[src/rtl/timed_update_sequencer_if.sv]
`default_nettype none
// ============================================================================
// Module   : timed_update_sequencer_if
// Brief    : Run request plus register/status bundle of the timed sequencer.
// Revision : 1.0
// ============================================================================
interface timed_update_sequencer_if #(
    parameter int W  = 32,
    parameter int TW = 16
);
    logic          start;
    logic [W-1:0]  x;
    logic [W-1:0]  y;
    logic [W-1:0]  z;
    logic          x_valid;
    logic          y_valid;
    logic          z_valid;
    logic [TW-1:0] t;
    logic          busy;
    logic          done;
    logic          upd;

    modport master (
        input  start,
        output x, y, z, x_valid, y_valid, z_valid, t, busy, done, upd
    );

    modport slave (
        output start,
        input  x, y, z, x_valid, y_valid, z_valid, t, busy, done, upd
    );
endinterface
`default_nettype wire

[src/rtl/timed_update_sequencer.sv]
`default_nettype none
// ============================================================================
// Module   : timed_update_sequencer
// Brief    : Scheduled x/y/z updates sharing x between a periodic incrementer
//            and a one-shot load/derive script.
// Revision : 1.0
// ============================================================================
module timed_update_sequencer #(
    parameter int           W          = 32,
    parameter int           INC_PERIOD = 7,
    parameter int           T_LOAD     = 10,
    parameter int           T_Y        = 10,
    parameter int           T_Z        = 10,
    parameter int           T_FIN      = 1,
    parameter logic [W-1:0] LOAD_VAL   = W'(5),
    parameter int           TW         = 16
) (
    input  wire logic               clk,
    input  wire logic               rst_n,
    timed_update_sequencer_if.master bus
);
    localparam logic [TW-1:0] C_T_LOAD = TW'(T_LOAD);
    localparam logic [TW-1:0] C_T_Y    = TW'(T_LOAD + T_Y);
    localparam logic [TW-1:0] C_T_Z    = TW'(T_LOAD + T_Y + T_Z);
    localparam logic [TW-1:0] C_TF     = TW'(T_LOAD + T_Y + T_Z + T_FIN);
    localparam int            C_PW     = (INC_PERIOD > 1) ? $clog2(INC_PERIOD) : 1;
    localparam logic [C_PW-1:0] C_P_LAST = C_PW'(INC_PERIOD - 1);

    typedef enum logic [1:0] {
        S_IDLE = 2'd0,
        S_RUN  = 2'd1,
        S_DONE = 2'd2
    } state_t;

    state_t          r_state;
    logic [TW-1:0]   r_t;
    logic [C_PW-1:0] r_pcnt;
    logic [W-1:0]    r_x, r_y, r_z;
    logic            r_xv, r_yv, r_zv;
    logic            r_busy, r_done, r_upd;

    logic [TW-1:0]   w_t_nxt;
    logic            w_inc;
    logic [W-1:0]    w_x_nxt, w_y_nxt, w_z_nxt;
    logic            w_xv_nxt, w_yv_nxt, w_zv_nxt;
    logic            w_run_chg, w_clr_chg;

    assign w_t_nxt = r_t + TW'(1);
    // Phase counter tracks t mod INC_PERIOD so no divider is needed.
    assign w_inc   = (r_pcnt == C_P_LAST);

    always_comb begin
        w_x_nxt  = r_x;
        w_y_nxt  = r_y;
        w_z_nxt  = r_z;
        w_xv_nxt = r_xv;
        w_yv_nxt = r_yv;
        w_zv_nxt = r_zv;
        if (r_state == S_RUN) begin
            // Load has priority over a coinciding increment; y/z use pre-edge operands.
            if (w_t_nxt == C_T_LOAD) begin
                w_x_nxt  = LOAD_VAL;
                w_xv_nxt = 1'b1;
            end else if (w_inc && r_xv) begin
                w_x_nxt = r_x + W'(1);
            end
            if (w_t_nxt == C_T_Y) begin
                w_y_nxt  = r_x + W'(1);
                w_yv_nxt = r_xv;
            end
            if (w_t_nxt == C_T_Z) begin
                w_z_nxt  = r_y + W'(1);
                w_zv_nxt = r_yv;
            end
        end
        w_run_chg = (w_x_nxt != r_x) || (w_y_nxt != r_y) || (w_z_nxt != r_z) ||
                    (w_xv_nxt != r_xv) || (w_yv_nxt != r_yv) || (w_zv_nxt != r_zv);
        w_clr_chg = (r_x != '0) || (r_y != '0) || (r_z != '0) || r_xv || r_yv || r_zv;
    end

    always_ff @(posedge clk or negedge rst_n) begin
        if (!rst_n) begin
            r_state <= S_IDLE;
            r_t     <= '0;
            r_pcnt  <= '0;
            r_x     <= '0;
            r_y     <= '0;
            r_z     <= '0;
            r_xv    <= 1'b0;
            r_yv    <= 1'b0;
            r_zv    <= 1'b0;
            r_busy  <= 1'b0;
            r_done  <= 1'b0;
            r_upd   <= 1'b0;
        end else begin
            r_upd <= 1'b0;
            case (r_state)
                S_IDLE, S_DONE: begin
                    if (bus.start) begin
                        r_state <= S_RUN;
                        r_t     <= '0;
                        r_pcnt  <= '0;
                        r_x     <= '0;
                        r_y     <= '0;
                        r_z     <= '0;
                        r_xv    <= 1'b0;
                        r_yv    <= 1'b0;
                        r_zv    <= 1'b0;
                        r_busy  <= 1'b1;
                        r_done  <= 1'b0;
                        r_upd   <= w_clr_chg;
                    end
                end
                S_RUN: begin
                    r_t    <= w_t_nxt;
                    r_pcnt <= w_inc ? '0 : r_pcnt + C_PW'(1);
                    r_x    <= w_x_nxt;
                    r_y    <= w_y_nxt;
                    r_z    <= w_z_nxt;
                    r_xv   <= w_xv_nxt;
                    r_yv   <= w_yv_nxt;
                    r_zv   <= w_zv_nxt;
                    r_upd  <= w_run_chg;
                    if (w_t_nxt == C_TF) begin
                        r_state <= S_DONE;
                        r_busy  <= 1'b0;
                        r_done  <= 1'b1;
                    end
                end
                default: begin
                    r_state <= S_IDLE;
                    r_busy  <= 1'b0;
                    r_done  <= 1'b0;
                end
            endcase
        end
    end

    assign bus.x       = r_x;
    assign bus.y       = r_y;
    assign bus.z       = r_z;
    assign bus.x_valid = r_xv;
    assign bus.y_valid = r_yv;
    assign bus.z_valid = r_zv;
    assign bus.t       = r_t;
    assign bus.busy    = r_busy;
    assign bus.done    = r_done;
    assign bus.upd     = r_upd;
endmodule
`default_nettype wire

[src/flat_wrapper.sv]
// flat-port wrapper written by rule: the top's interface ports become plain ports
module timed_update_sequencer_flat 
#(
    parameter int           W          = 32,
    parameter int           INC_PERIOD = 7,
    parameter int           T_LOAD     = 10,
    parameter int           T_Y        = 10,
    parameter int           T_Z        = 10,
    parameter int           T_FIN      = 1,
    parameter logic [W-1:0] LOAD_VAL   = W'(5),
    parameter int           TW         = 16
)
  (clk, rst_n, bus_start, bus_x, bus_y, bus_z, bus_x_valid, bus_y_valid, bus_z_valid, bus_t, bus_busy, bus_done, bus_upd);
  timed_update_sequencer_if #(.W(W), .TW(TW)) bus_i ();
  input  wire logic clk;
  input  wire logic rst_n;
  input wire logic [$bits(bus_i.start)-1:0] bus_start;
  output wire logic [$bits(bus_i.x)-1:0] bus_x;
  output wire logic [$bits(bus_i.y)-1:0] bus_y;
  output wire logic [$bits(bus_i.z)-1:0] bus_z;
  output wire logic [$bits(bus_i.x_valid)-1:0] bus_x_valid;
  output wire logic [$bits(bus_i.y_valid)-1:0] bus_y_valid;
  output wire logic [$bits(bus_i.z_valid)-1:0] bus_z_valid;
  output wire logic [$bits(bus_i.t)-1:0] bus_t;
  output wire logic [$bits(bus_i.busy)-1:0] bus_busy;
  output wire logic [$bits(bus_i.done)-1:0] bus_done;
  output wire logic [$bits(bus_i.upd)-1:0] bus_upd;
  assign bus_i.start = bus_start;
  assign bus_x = bus_i.x;
  assign bus_y = bus_i.y;
  assign bus_z = bus_i.z;
  assign bus_x_valid = bus_i.x_valid;
  assign bus_y_valid = bus_i.y_valid;
  assign bus_z_valid = bus_i.z_valid;
  assign bus_t = bus_i.t;
  assign bus_busy = bus_i.busy;
  assign bus_done = bus_i.done;
  assign bus_upd = bus_i.upd;
  timed_update_sequencer #(.W(W), .INC_PERIOD(INC_PERIOD), .T_LOAD(T_LOAD), .T_Y(T_Y), .T_Z(T_Z), .T_FIN(T_FIN), .LOAD_VAL(LOAD_VAL), .TW(TW)) u_core (.clk(clk), .rst_n(rst_n), .bus(bus_i));
endmodule
[config.mk]
export PLATFORM = sky130hd
export DESIGN_NAME = timed_update_sequencer_flat
export DESIGN_NICKNAME = d
export VERILOG_FILES = /design/src/rtl/timed_update_sequencer_if.sv /design/src/rtl/timed_update_sequencer.sv /design/src/flat_wrapper.sv
export SDC_FILE = /design/constraint.sdc
export NUM_CORES = 1
export LEC_CHECK = 0
export ABC_CLOCK_PERIOD_IN_PS = 3000
export BUFFER_PORTS_ARGS = -buffer_cell sky130_fd_sc_hd__buf_2
export CORE_UTILIZATION = 53
export CTS_BUF_LIST = sky130_fd_sc_hd__clkbuf_8 sky130_fd_sc_hd__clkbuf_16
export CTS_CLUSTER_DIAMETER = 200
export DETAILED_ROUTE_END_ITERATION = 12
export GPL_ROUTABILITY_DRIVEN = 0
export HOLD_SLACK_MARGIN = 0.1
export PLACE_DENSITY_LB_ADDON = 0.12
export SKIP_LAST_GASP = 1
export SYNTH_ARGS = -nofsm -noshare
export SYNTH_HDL_FRONTEND = slang
export SYNTH_SLANG_ARGS = --single-unit
[constraint.sdc]
create_clock -name clk -period 3 [get_ports clk]
set_clock_uncertainty 0.05 [all_clocks]
set_input_delay 0.6 -clock clk [delete_from_list [all_inputs] [get_ports clk]]
set_output_delay 0.6 -clock clk [all_outputs]
set_load 0.02 [all_outputs]
After elaboration in Yosys (flattened, before gate mapping). Index checks and enable logic that the tools add are counted. W data, S select, Z words.

Bits in registers: 123. Latch bits: 0. Bits in writable memories: 0. ROM bits: 0. Word-level logic and storage cells: 86. Memories kept: 0.

Add/subtract/negate cells: 4. Multipliers: 0. Div/mod/pow operators: 0. Order comparisons: 0. Eq/ne operators: 15. Shifts and indexed selects: 0. Muxes and demuxes: 36. Bitwise operators: 0. Reductions and logical operators: 19.

Operator list (count): $mux W32 (8); $pmux W32 S2 (3); $ne A32 B32 Y1 (3); $reduce_bool A32 Y1 (3); $add A32 B1 Y32 const B (2); $eq A16 B5 Y1 const B (3); $pmux W16 S2 (1); $add A16 B1 Y16 const B (1); $eq A16 B4 Y1 const B (1); $mux W16 (1); $pmux W1 S2 (6); $mux W1 (11); $logic_or A1 B1 Y1 (10); $mux W3 (2); $pmux W3 S2 (1); $mux W2 (2); $ne A2 B2 Y1 const B (2); $pmux W2 S2 (1); $reduce_and A2 Y1 (2); $add A3 B1 Y3 const B (1); $eq A3 B3 Y1 const B (1); $ne A1 B1 Y1 (3); $eq A2 B1 Y1 const B (1); $eq A2 B2 Y1 const B (1); other kinds (4) (4).

Depth between registers and ports, before layout. Gate-level depths: netlist of run 1.

Depth in word-level cells: 12. Gate-level depth with buffers: 14. Gate-level depth less buffers: 11.

Worst setup path before layout of run 1. OpenSTA, ideal clock, no wires.

Path kind: reg-to-reg. Start: register u_core.r_t[0] (netlist: u_core.bus.t[0]). End: register u_core.r_upd (netlist: u_core.bus.upd). Arrival: 3.174 ns. Slack: -0.353 ns. Stages on the path, launching flop included: 13. Buffers on the path: 1. Clock period less this slack: 3.353 ns. Cell sequence: dfrtp_1 > ha_1 > and3_1 > clkbuf_1 > nand3_1 > mux2i_1 > nand3_1 > nor4b_2 > mux2i_1 > o221ai_1 > nor4b_1 > o2111ai_1 > o41a_1.

Word-level cells in the longest chain between the ends: 11. Elaborated cells on any way between the ends: 28. Those cells by class: 1 x add/sub; 9 x eq/ne; 13 x mux; 5 x reduce/logical.

Ends and longest elaborated chain: start: declaration (RTL line timed_update_sequencer.sv:36) `logic [TW-1:0] r_t;`; start signal: assignment (RTL line timed_update_sequencer.sv:115) `r_t <= w_t_nxt;`; $add A16 B1 Y16 (*) (RTL line timed_update_sequencer.sv:48) `assign w_t_nxt = r_t + TW'(1);`; $eq A16 B4 Y1 / $eq A16 B5 Y1 (equally long branches) (RTL line timed_update_sequencer.sv:61, timed_update_sequencer.sv:67); $mux W32 (on tied branches) (RTL line timed_update_sequencer.sv:61, timed_update_sequencer.sv:67); $mux W32 (RTL line timed_update_sequencer.sv:59) `if (r_state == S_RUN) begin`; $ne A32 B32 Y1 (RTL line timed_update_sequencer.sv:76) `w_run_chg = (w_x_nxt != r_x) || (w_y_nxt != r_y) || (w_z_nxt != r_z) ||`; $logic_or A1 B1 Y1 (3 in series) (RTL line timed_update_sequencer.sv:76); $logic_or A1 B1 Y1 (RTL line timed_update_sequencer.sv:77) `(w_xv_nxt != r_xv) || (w_yv_nxt != r_yv) || (w_zv_nxt != r_zv);`; $logic_or A1 B1 Y1 (*) (RTL line timed_update_sequencer.sv:77); $pmux W1 S2 (*) (RTL line timed_update_sequencer.sv:97) `case (r_state)`; end signal: assignment (RTL line timed_update_sequencer.sv:111) `r_upd <= w_clr_chg;`; end signal: assignment (RTL line timed_update_sequencer.sv:123) `r_upd <= w_run_chg;`; end: declaration (RTL line timed_update_sequencer.sv:40) `logic r_busy, r_done, r_upd;`.

Every way passes the cells marked *; elsewhere a longest branch is shown, timed or not. A chain may end at the register's enable or synchronous reset.

Final worst setup path of run 1. Same ends and word-level chain as after synthesis.

==> impl_metrics.env, run 1 <==
export IMPL_post_synth_num_cell_types=64
export IMPL_commonest_non_fill_non_tap_cell_in_the_layout="buf_4"
export IMPL_post_place_ws_ns=-0.363
export IMPL_globalRouteOverflowTotal=0
export IMPL_run_status="finished with violations"
export IMPL_timing_final_ws_setup_ns=-0.264
export IMPL_pwr_density_cell_mw_per_mm2=739
export IMPL_yosys_area_share_adder_pct=1.16
export IMPL_muxShareOfSynthArea_pct=0.595
export IMPL_clockBufferDepth=2
export IMPL_core_rowCount=46
export IMPL_post_synth_inst_count=1099
export IMPL_cts_hold_repair_buffers=0
export IMPL_grt_setup_unrepaired="yes"
export IMPL_cts_buffers_inserted=17
export IMPL_most_common_layout_cells="buf_4 (217), o21ai_0 (158), buf_2 (119), nand2_1 (104), dfrtp_1 (102)"
export IMPL_drc=0
export IMPL_place_inst=1548
export IMPL_final_min_period_over_clock_period_pct=109
export IMPL_initial_core_utilization_pct=54.2
export IMPL_async_flop_share_pct=100
export IMPL_report_final_hold_viol_count=0
export IMPL_synthesis_area_per_instance_um2=7.84
export IMPL_wl_per_cell_um=20.8
export IMPL_groute_usage_overall_pct=38.9
export IMPL_final_util_pct=74.4
export IMPL_timing_final_setup_violations=18
export IMPL_top_level_ports=121
export IMPL_ant_nets=0
export IMPL_die_area_mm2=0.0168
export IMPL_fmax_mhz=306
export IMPL_tritoncts_clock_tree="built"
export IMPL_clockRootBuffer="clkbuf_16"
export IMPL_relSlewSlack_pct=50.6
export IMPL_final_period_minus_worst_setup_slack_ns=3.26
export IMPL_xor_xnor_fraction_of_synth_area_pct=12.5
export IMPL_ys_seq_area_share_pct=35.1
export IMPL_crit_type="flop to flop"
export IMPL_fin_max_slew_vios=0
export IMPL_first_pass_grt_wire_length_um=49200
export IMPL_synth_edf_count=0
export IMPL_postPlaceCellArea_mm2=0.0108
export IMPL_clock_insertion_delay_worst_skew_ns=0.43
export IMPL_max_vdd_ir_drop_uv=618
export IMPL_dr_first_iter_drc_count=1452
export IMPL_grt_start_max_net_pins=68
export IMPL_route_vias_total=10100
export IMPL_place_port_buffers=120
export IMPL_netlist_area_mm2=0.00862
export IMPL_clock_edge_transition_at_the_registers_on_the_reported_setup_and_hold_paths_ns=0.06
export IMPL_leakage_nw=5.24
export IMPL_end_kind="flop"
export IMPL_postSynthRegisterBits=121
export IMPL_min_path_type="input port to async pin"
export IMPL_worstPathRequired_ns=3.26
export IMPL_drive_gt1_share_pct=33.2
export IMPL_synth_top_family_by_area="simple AND/OR/NAND/NOR gates"
export IMPL_dieWidth_um=130
export IMPL_num_nets_final=1374
export IMPL_ctsHtreeMaxLevel=4
export IMPL_core_area_mm2=0.0159
export IMPL_drtPass1Iterations=7
export IMPL_crit_path_start="u_core.bus.t[0]$_DFFE_PN0P_"
export IMPL_grt_pass1_vias=8961
export IMPL_cp_max_fo=4
export IMPL_worst_ep_arrival_time_ns=3.53
export IMPL_synth_simple_gate_area_share_pct=26.2
export IMPL_final_cell_count_no_fill=1593
export IMPL_tightest_slew_ns=0.738
export IMPL_synth_fp_nets=1110
export IMPL_failed_checks="setup timing"
export IMPL_rr_startpoint="u_core.bus.t[0]$_DFFE_PN0P_"
export IMPL_post_synthesis_to_final_layout_area_growth_pct=37.1
export IMPL_synth_yosys_warnings=0
export IMPL_critPathLaunchType="flop"
export IMPL_vias_per_std_cell=6.36
export IMPL_compound_gate_portion_of_the_synthesized_area_pct=18.3
export IMPL_synth_flop_cell="dfrtp_1"
export IMPL_detailed_place_hpwl_um=23100
export IMPL_design_area_mm2=0.0118
export IMPL_maxCapViolCount=0
export IMPL_antenna_violations_before_repair=1
export IMPL_clock_sink_count=121
export IMPL_drt_wl_total_um=33100
export IMPL_floorplan_die_height_um=130
==> Yosys cell counts, drive strengths merged (29+ instances only) <==
| cell type | number | area [um2] |
|---|---|---|
| nor4 | 40 | 263 |
| o21ai | 170 | 851 |
| nor2 | 58 | 220 |
| nand4 | 29 | 181 |
| nand3 | 111 | 556 |
| nand2 | 107 | 409 |
| clkbuf | 78 | 293 |
| inv | 30 | 113 |
| xnor2 | 72 | 631 |
| dfrtp | 121 | 3030 |
| xor2 | 51 | 447 |
| a21oi | 29 | 145 |
==> per-layer routing <==
metal,vias to the layer above,part of all wire (%),global-route usage [%]
li1,4478,-,-
met1,4752,39,52.1
met2,746,45,59.7
met3,162,10,8.38
met4,0,5.4,19.1
met5,-,0,0
==> kinds of logic after synthesis <==
kind of cell	after synthesis
XOR/XNOR	123
buffers and inverters	134
AO/OA/AOI/OAI	273
flip-flops	121
adder cells (fa/ha/maj)	8
AND/OR/NAND/NOR	435
multiplexers	5
==> worst paths after layout <==
| path | end | slack [ns] | cells after the start |
|---|---|---|---|
| max | u_core.bus.upd$_DFF_PN0_ | -0.26 | 11 |
| min | u_core.bus.z[1]$_DFFE_PN0P_ | 0.13 | 1 |
| min reg2reg | u_core.r_pcnt[2]$_DFFE_PN0P_ | 0.47 | 1 |
| min in group clk | u_core.r_state[1]$_DFFE_PN0P_ | 0.46 | 3 |
| max in group asynchronous | u_core.bus.x[16]$_DFFE_PN0P_ | 2.00 | 2 |
| max reg2reg | u_core.bus.upd$_DFF_PN0_ | -0.26 | 11 |
==> sequential cells by signal, summed over array words and instances, names as in the netlist <==
name,flops
u_core.bus.t,16
u_core.bus.upd,1
u_core.bus.x,32
u_core.bus.x_valid,1
u_core.bus.y,32
u_core.bus.y_valid,1
u_core.bus.z,32
u_core.bus.z_valid,1
u_core.r_pcnt,3
u_core.r_state,2
==> cell type report <==
cell class,instances,area [um2]
Tap cell,216,270
Fill cell,1202,4070
Sequential cell,121,3050
Antenna cell,1,2.50
Timing Repair Buffer,349,2440
Multi-Input combinational cell,844,5330
Clock inverter,14,173
Clock buffer,18,439
Inverter,30,113
==> power by group <==
part | internal [mW] | total [mW] | switching [mW]
combinational | 1.75 | 4.24 | 2.49
sequential | 1.95 | 2.35 | 0.400
clock | 1.33 | 2.14 | 0.811
==> stage by stage <==
step,TNS [ns],power (mW),hold WS [ns]
2_1_floorplan,-0.0546,4.57,0.254
3_5_place_dp,-0.804,6.17,0.452
3_3_place_gp,-0.377,6.10,0.442
6_report,-0.508,8.73,0.133
5_1_grt,-3.09,9.14,0.168
4_1_cts,-0.0971,8.37,0.143
==> timing repair <==
item	CTS	global route
resized for setup	14	38
setup endpoints to repair	39	95
pin swaps	13	14
cloned	0	4
buffers inserted	5	4
==> worst max-delay path: stages, from the launching register on <==
cell,delay (ns)
dfrtp_2,0.44
ha_4,0.19
nand3_4,0.07
mux2i_1,0.25
a31oi_1,0.18
or2_1,0.32
nor4b_4,0.37
mux2i_1,0.32
o221ai_2,0.14
nor4b_2,0.32
o2111ai_1,0.17
o41a_1,0.32
No activity file was read; power rests on OpenSTA's default activity.
==> run 2: changes to the inputs <==
ABC_AREA = 1   (was unset)
CORE_UTILIZATION = 24   (was 53)
==> impl_metrics.env, run 2 <==
export IMPL_drtPass1Iterations=5
export IMPL_final_period_minus_worst_setup_slack_ns=3.00
export IMPL_num_nets_final=1943
export IMPL_end_kind="flop"
export IMPL_post_synth_num_cell_types=34
export IMPL_drive_gt1_share_pct=24.7
export IMPL_ctsHtreeMaxLevel=4
export IMPL_clockRootBuffer="clkbuf_16"
export IMPL_crit_family="simple AND/OR/NAND/NOR gates"
export IMPL_timing_final_ws_setup_ns=-0.00264
export IMPL_detailed_place_hpwl_um=39200
export IMPL_post_synth_inst_count=1624
export IMPL_worst_ep_arrival_time_ns=3.31
export IMPL_critPathMaxStageDelay_ns=0.41
export IMPL_worst_hold_start="bus_start"
export IMPL_final_min_period_over_clock_period_pct=100
export IMPL_antenna_violations_before_repair=0
export IMPL_clockBufferDepth=2
export IMPL_min_path_type="input port to flop"
export IMPL_postSynthRegisterBits=121
export IMPL_leakage_nw=6.83
export IMPL_core_area_mm2=0.0409
export IMPL_failed_checks="setup timing"
export IMPL_fillerInstances=4517
export IMPL_grt_pass1_vias=11500
export IMPL_cp_common_cell="nand2_1"
export IMPL_critical_path_n_buffers_inverters=3
export IMPL_most_common_layout_cells="nand2_1 (518), buf_4 (217), inv_1 (186), nor2_1 (133), buf_2 (119)"
export IMPL_reg2reg_to="u_core.bus.upd$_DFF_PN0_"
export IMPL_clock_edge_transition_at_the_registers_on_the_reported_setup_and_hold_paths_ns=0.06
export IMPL_globalRouteOverflowTotal=0
export IMPL_cp_max_fo=8
export IMPL_dieWidth_um=206
export IMPL_synth_yosys_warnings=0
export IMPL_drt_wl_total_um=50600
export IMPL_fin_max_slew_vios=0
export IMPL_commonest_non_fill_non_tap_cell_in_the_layout="nand2_1"
export IMPL_worstPathRequired_ns=3.31
export IMPL_grt_setup_unrepaired="yes"
export IMPL_design_power_total_mw=5.52
export IMPL_cp_cell_sequence="buf_6 > nand2_2 > nor2_4 > buf_4 > nand4_1 > nand2_1 > nand3_2 > nor2_4 > nand3_4 > clkbuf_16 > nor2_1 > nand2_1 > nand2_1 > nor2_1 > nand2_1 > nor2_1 > nand2_1 > nor2_1 > nand3_1 > nand2_1 > a21oi_2"
export IMPL_synth_top_cell_area_share_pct=30.3
export IMPL_core_rowCount=74
export IMPL_first_pass_grt_wire_length_um=72800
export IMPL_hold_path_end="u_core.r_state[1]$_DFFE_PN0P_"
export IMPL_ant_nets=0
export IMPL_r2r_cells=21
export IMPL_post_synth_top_area_cell="dfrtp_1"
export IMPL_clock_sink_count=121
export IMPL_run_status="finished with violations"
export IMPL_pwr_share_seq_pct=32.6
export IMPL_relSlewSlack_pct=40.9
export IMPL_comb_power_share_pct=29.7
export IMPL_async_flop_share_pct=100
export IMPL_post_synthesis_to_final_layout_area_growth_pct=38.7
export IMPL_synth_flop_cell="dfrtp_1"
export IMPL_ys_seq_area_share_pct=30.3
export IMPL_yosys_cell_count_top_type="nand2_1"
export IMPL_tightest_slew_ns=0.887
export IMPL_power_share_clock_pct=37.8
export IMPL_die_area_mm2=0.0424
export IMPL_timing_final_setup_violations=1
export IMPL_antenna_diode_count=0
export IMPL_layout_area_seq_mm2=0.00303
export IMPL_synth_cell_count_leaders="nand2_1 (543), inv_1 (186), nor2_1 (160), dfrtp_1 (121), o21ai_0 (114)"
export IMPL_worst_r2r_setup_slack_ns=-0.003
export IMPL_vias_per_std_cell=5.00
export IMPL_report_final_hold_viol_count=0
export IMPL_min_delay_path_depth=4
export IMPL_route_vias_total=12400
export IMPL_dr_first_iter_drc_count=996
export IMPL_critPathSlowestCell="dfrtp_1"
export IMPL_grt_start_max_net_pins=114
export IMPL_power_report_internal_total_mw=3.40
export IMPL_synthesis_area_per_instance_um2=6.15
export IMPL_tritoncts_clock_tree="built"
export IMPL_synth_edf_count=0
export IMPL_max_vdd_ir_drop_uv=451
export IMPL_initial_core_utilization_pct=24.4
export IMPL_clock_insertion_delay_worst_skew_ns=0.44
export IMPL_place_port_buffers=120
export IMPL_critPathLaunchType="flop"
export IMPL_switching_share_pct=38.4
export IMPL_top_level_ports=121
export IMPL_switchingPower_mw=2.12
export IMPL_floorplan_die_height_um=206
export IMPL_fmax_mhz=333
export IMPL_groute_usage_overall_pct=23.3
export IMPL_maxCapViolCount=0
export IMPL_drc=0
export IMPL_cts_buffers_inserted=17
export IMPL_netlist_area_mm2=0.00999
export IMPL_synth_fp_nets=1635
export IMPL_place_inst=2422
export IMPL_yosys_top_cells_area="dfrtp_1 (30%), nand2_1 (20%), inv_1 (7.0%)"
export IMPL_pwr_density_cell_mw_per_mm2=398
export IMPL_crit_type="flop to flop"
export IMPL_final_cell_count_no_fill=2477
export IMPL_wl_per_cell_um=20.4
export IMPL_rr_startpoint="u_core.bus.t[1]$_DFFE_PN0P_"
export IMPL_multi_input_gate_area_mm2=0.00621
run 2: worst max path at each step:
| stage | start | to | slack, ns | depth (start not counted) |
|---|---|---|---|---|
| finish | u_core.bus.t[1]$_DFFE_PN0P_ | u_core.bus.upd$_DFF_PN0_ | -0.003 | 21 |
| global placement | u_core.bus.t[0]$_DFFE_PN0P_ | u_core.bus.upd$_DFF_PN0_ | -0.12 | 21 |
| CTS | u_core.bus.x[3]$_DFFE_PN0P_ | u_core.bus.upd$_DFF_PN0_ | 0.02 | 20 |
| detailed placement | u_core.bus.t[0]$_DFFE_PN0P_ | u_core.bus.upd$_DFF_PN0_ | -0.15 | 21 |
| global route | u_core.bus.t[1]$_DFFE_PN0P_ | u_core.bus.upd$_DFF_PN0_ | -0.21 | 21 |
| floorplan | u_core.bus.t[1]$_DFFE_PN0P_ | u_core.bus.upd$_DFF_PN0_ | 0.27 | 20 |
run 2: worst reg2reg max path: stages, from the launching register on:
cell       delay [ns]
dfrtp_1          0.41
buf_6            0.14
nand2_2          0.07
nor2_4           0.22
buf_4            0.16
nand4_1          0.08
nand2_1          0.11
nand3_2          0.11
nor2_4           0.19
nand3_4          0.22
clkbuf_16        0.26
nor2_1           0.12
nand2_1          0.14
nand2_1          0.15
nor2_1           0.07
nand2_1          0.05
nor2_1           0.04
nand2_1          0.06
nor2_1           0.04
nand3_1          0.07
nand2_1          0.06
a21oi_2          0.11
run 2: cell type report:
type | count | area share (%)
multi-input combinational | 1243 | 44.8
timing repair buffer | 358 | 19.0
clock buffer | 19 | 3.27
tap | 532 | 4.81
clock inverter | 13 | 0.948
sequential | 121 | 21.9
inverter | 191 | 5.21
run 2: metal layers:
metal	global-route usage [%]	part of all wire, %	vias up
li1	-	-	5975
met1	33.2	46	5896
met2	36.1	45	469
met3	3.67	6.4	51
met4	6.43	2.7	0
met5	0	0	-
run 2: cell families after synthesis:
| group | Yosys count | share of synthesized area [%] |
|---|---|---|
| XOR/XNOR | 31 | 2.72 |
| AO/OA/AOI/OAI | 235 | 13.7 |
| buffers and inverters | 260 | 10.4 |
| adder cells (fa/ha/maj) | 8 | 1.00 |
| flip-flops | 121 | 30.3 |
| AND/OR/NAND/NOR | 969 | 41.9 |
run 2: per-stage QoR:
step	TNS, ns	hold WS (ns)	instance area, um2	setup slack (ns)	util (%)
2_1_floorplan	0	0.254	9990	0.266	-
3_3_place_gp	-0.118	0.419	12700	-0.118	31.0
3_5_place_dp	-0.154	0.417	12700	-0.154	31.0
4_1_cts	0	0.461	13300	0.0195	32.5
5_1_grt	-0.354	0.512	13900	-0.210	33.8
6_report	-0.00264	0.482	13900	-0.00264	33.8
run 2: what timing repair did:
item / in CTS / in global routing
pin swaps: 2 / 22
setup endpoints to repair: 1 / 1
gates cloned: 0 / 7
resized for setup: 12 / 80
buffers inserted: 1 / 14
hold buffers: 1 / 0
endpoints found under the hold margin: 18 / 0
run 2: power by group through the flow:
stage | logic, mW | clock network, mW | registers [mW]
2_1_floorplan | 0.816 | 0 | 1.89
3_3_place_gp | 1.61 | 0 | 1.82
3_5_place_dp | 1.60 | 0 | 1.82
4_1_cts | 1.61 | 2.14 | 1.79
5_1_grt | 1.76 | 2.21 | 1.81
6_report | 1.64 | 2.08 | 1.80
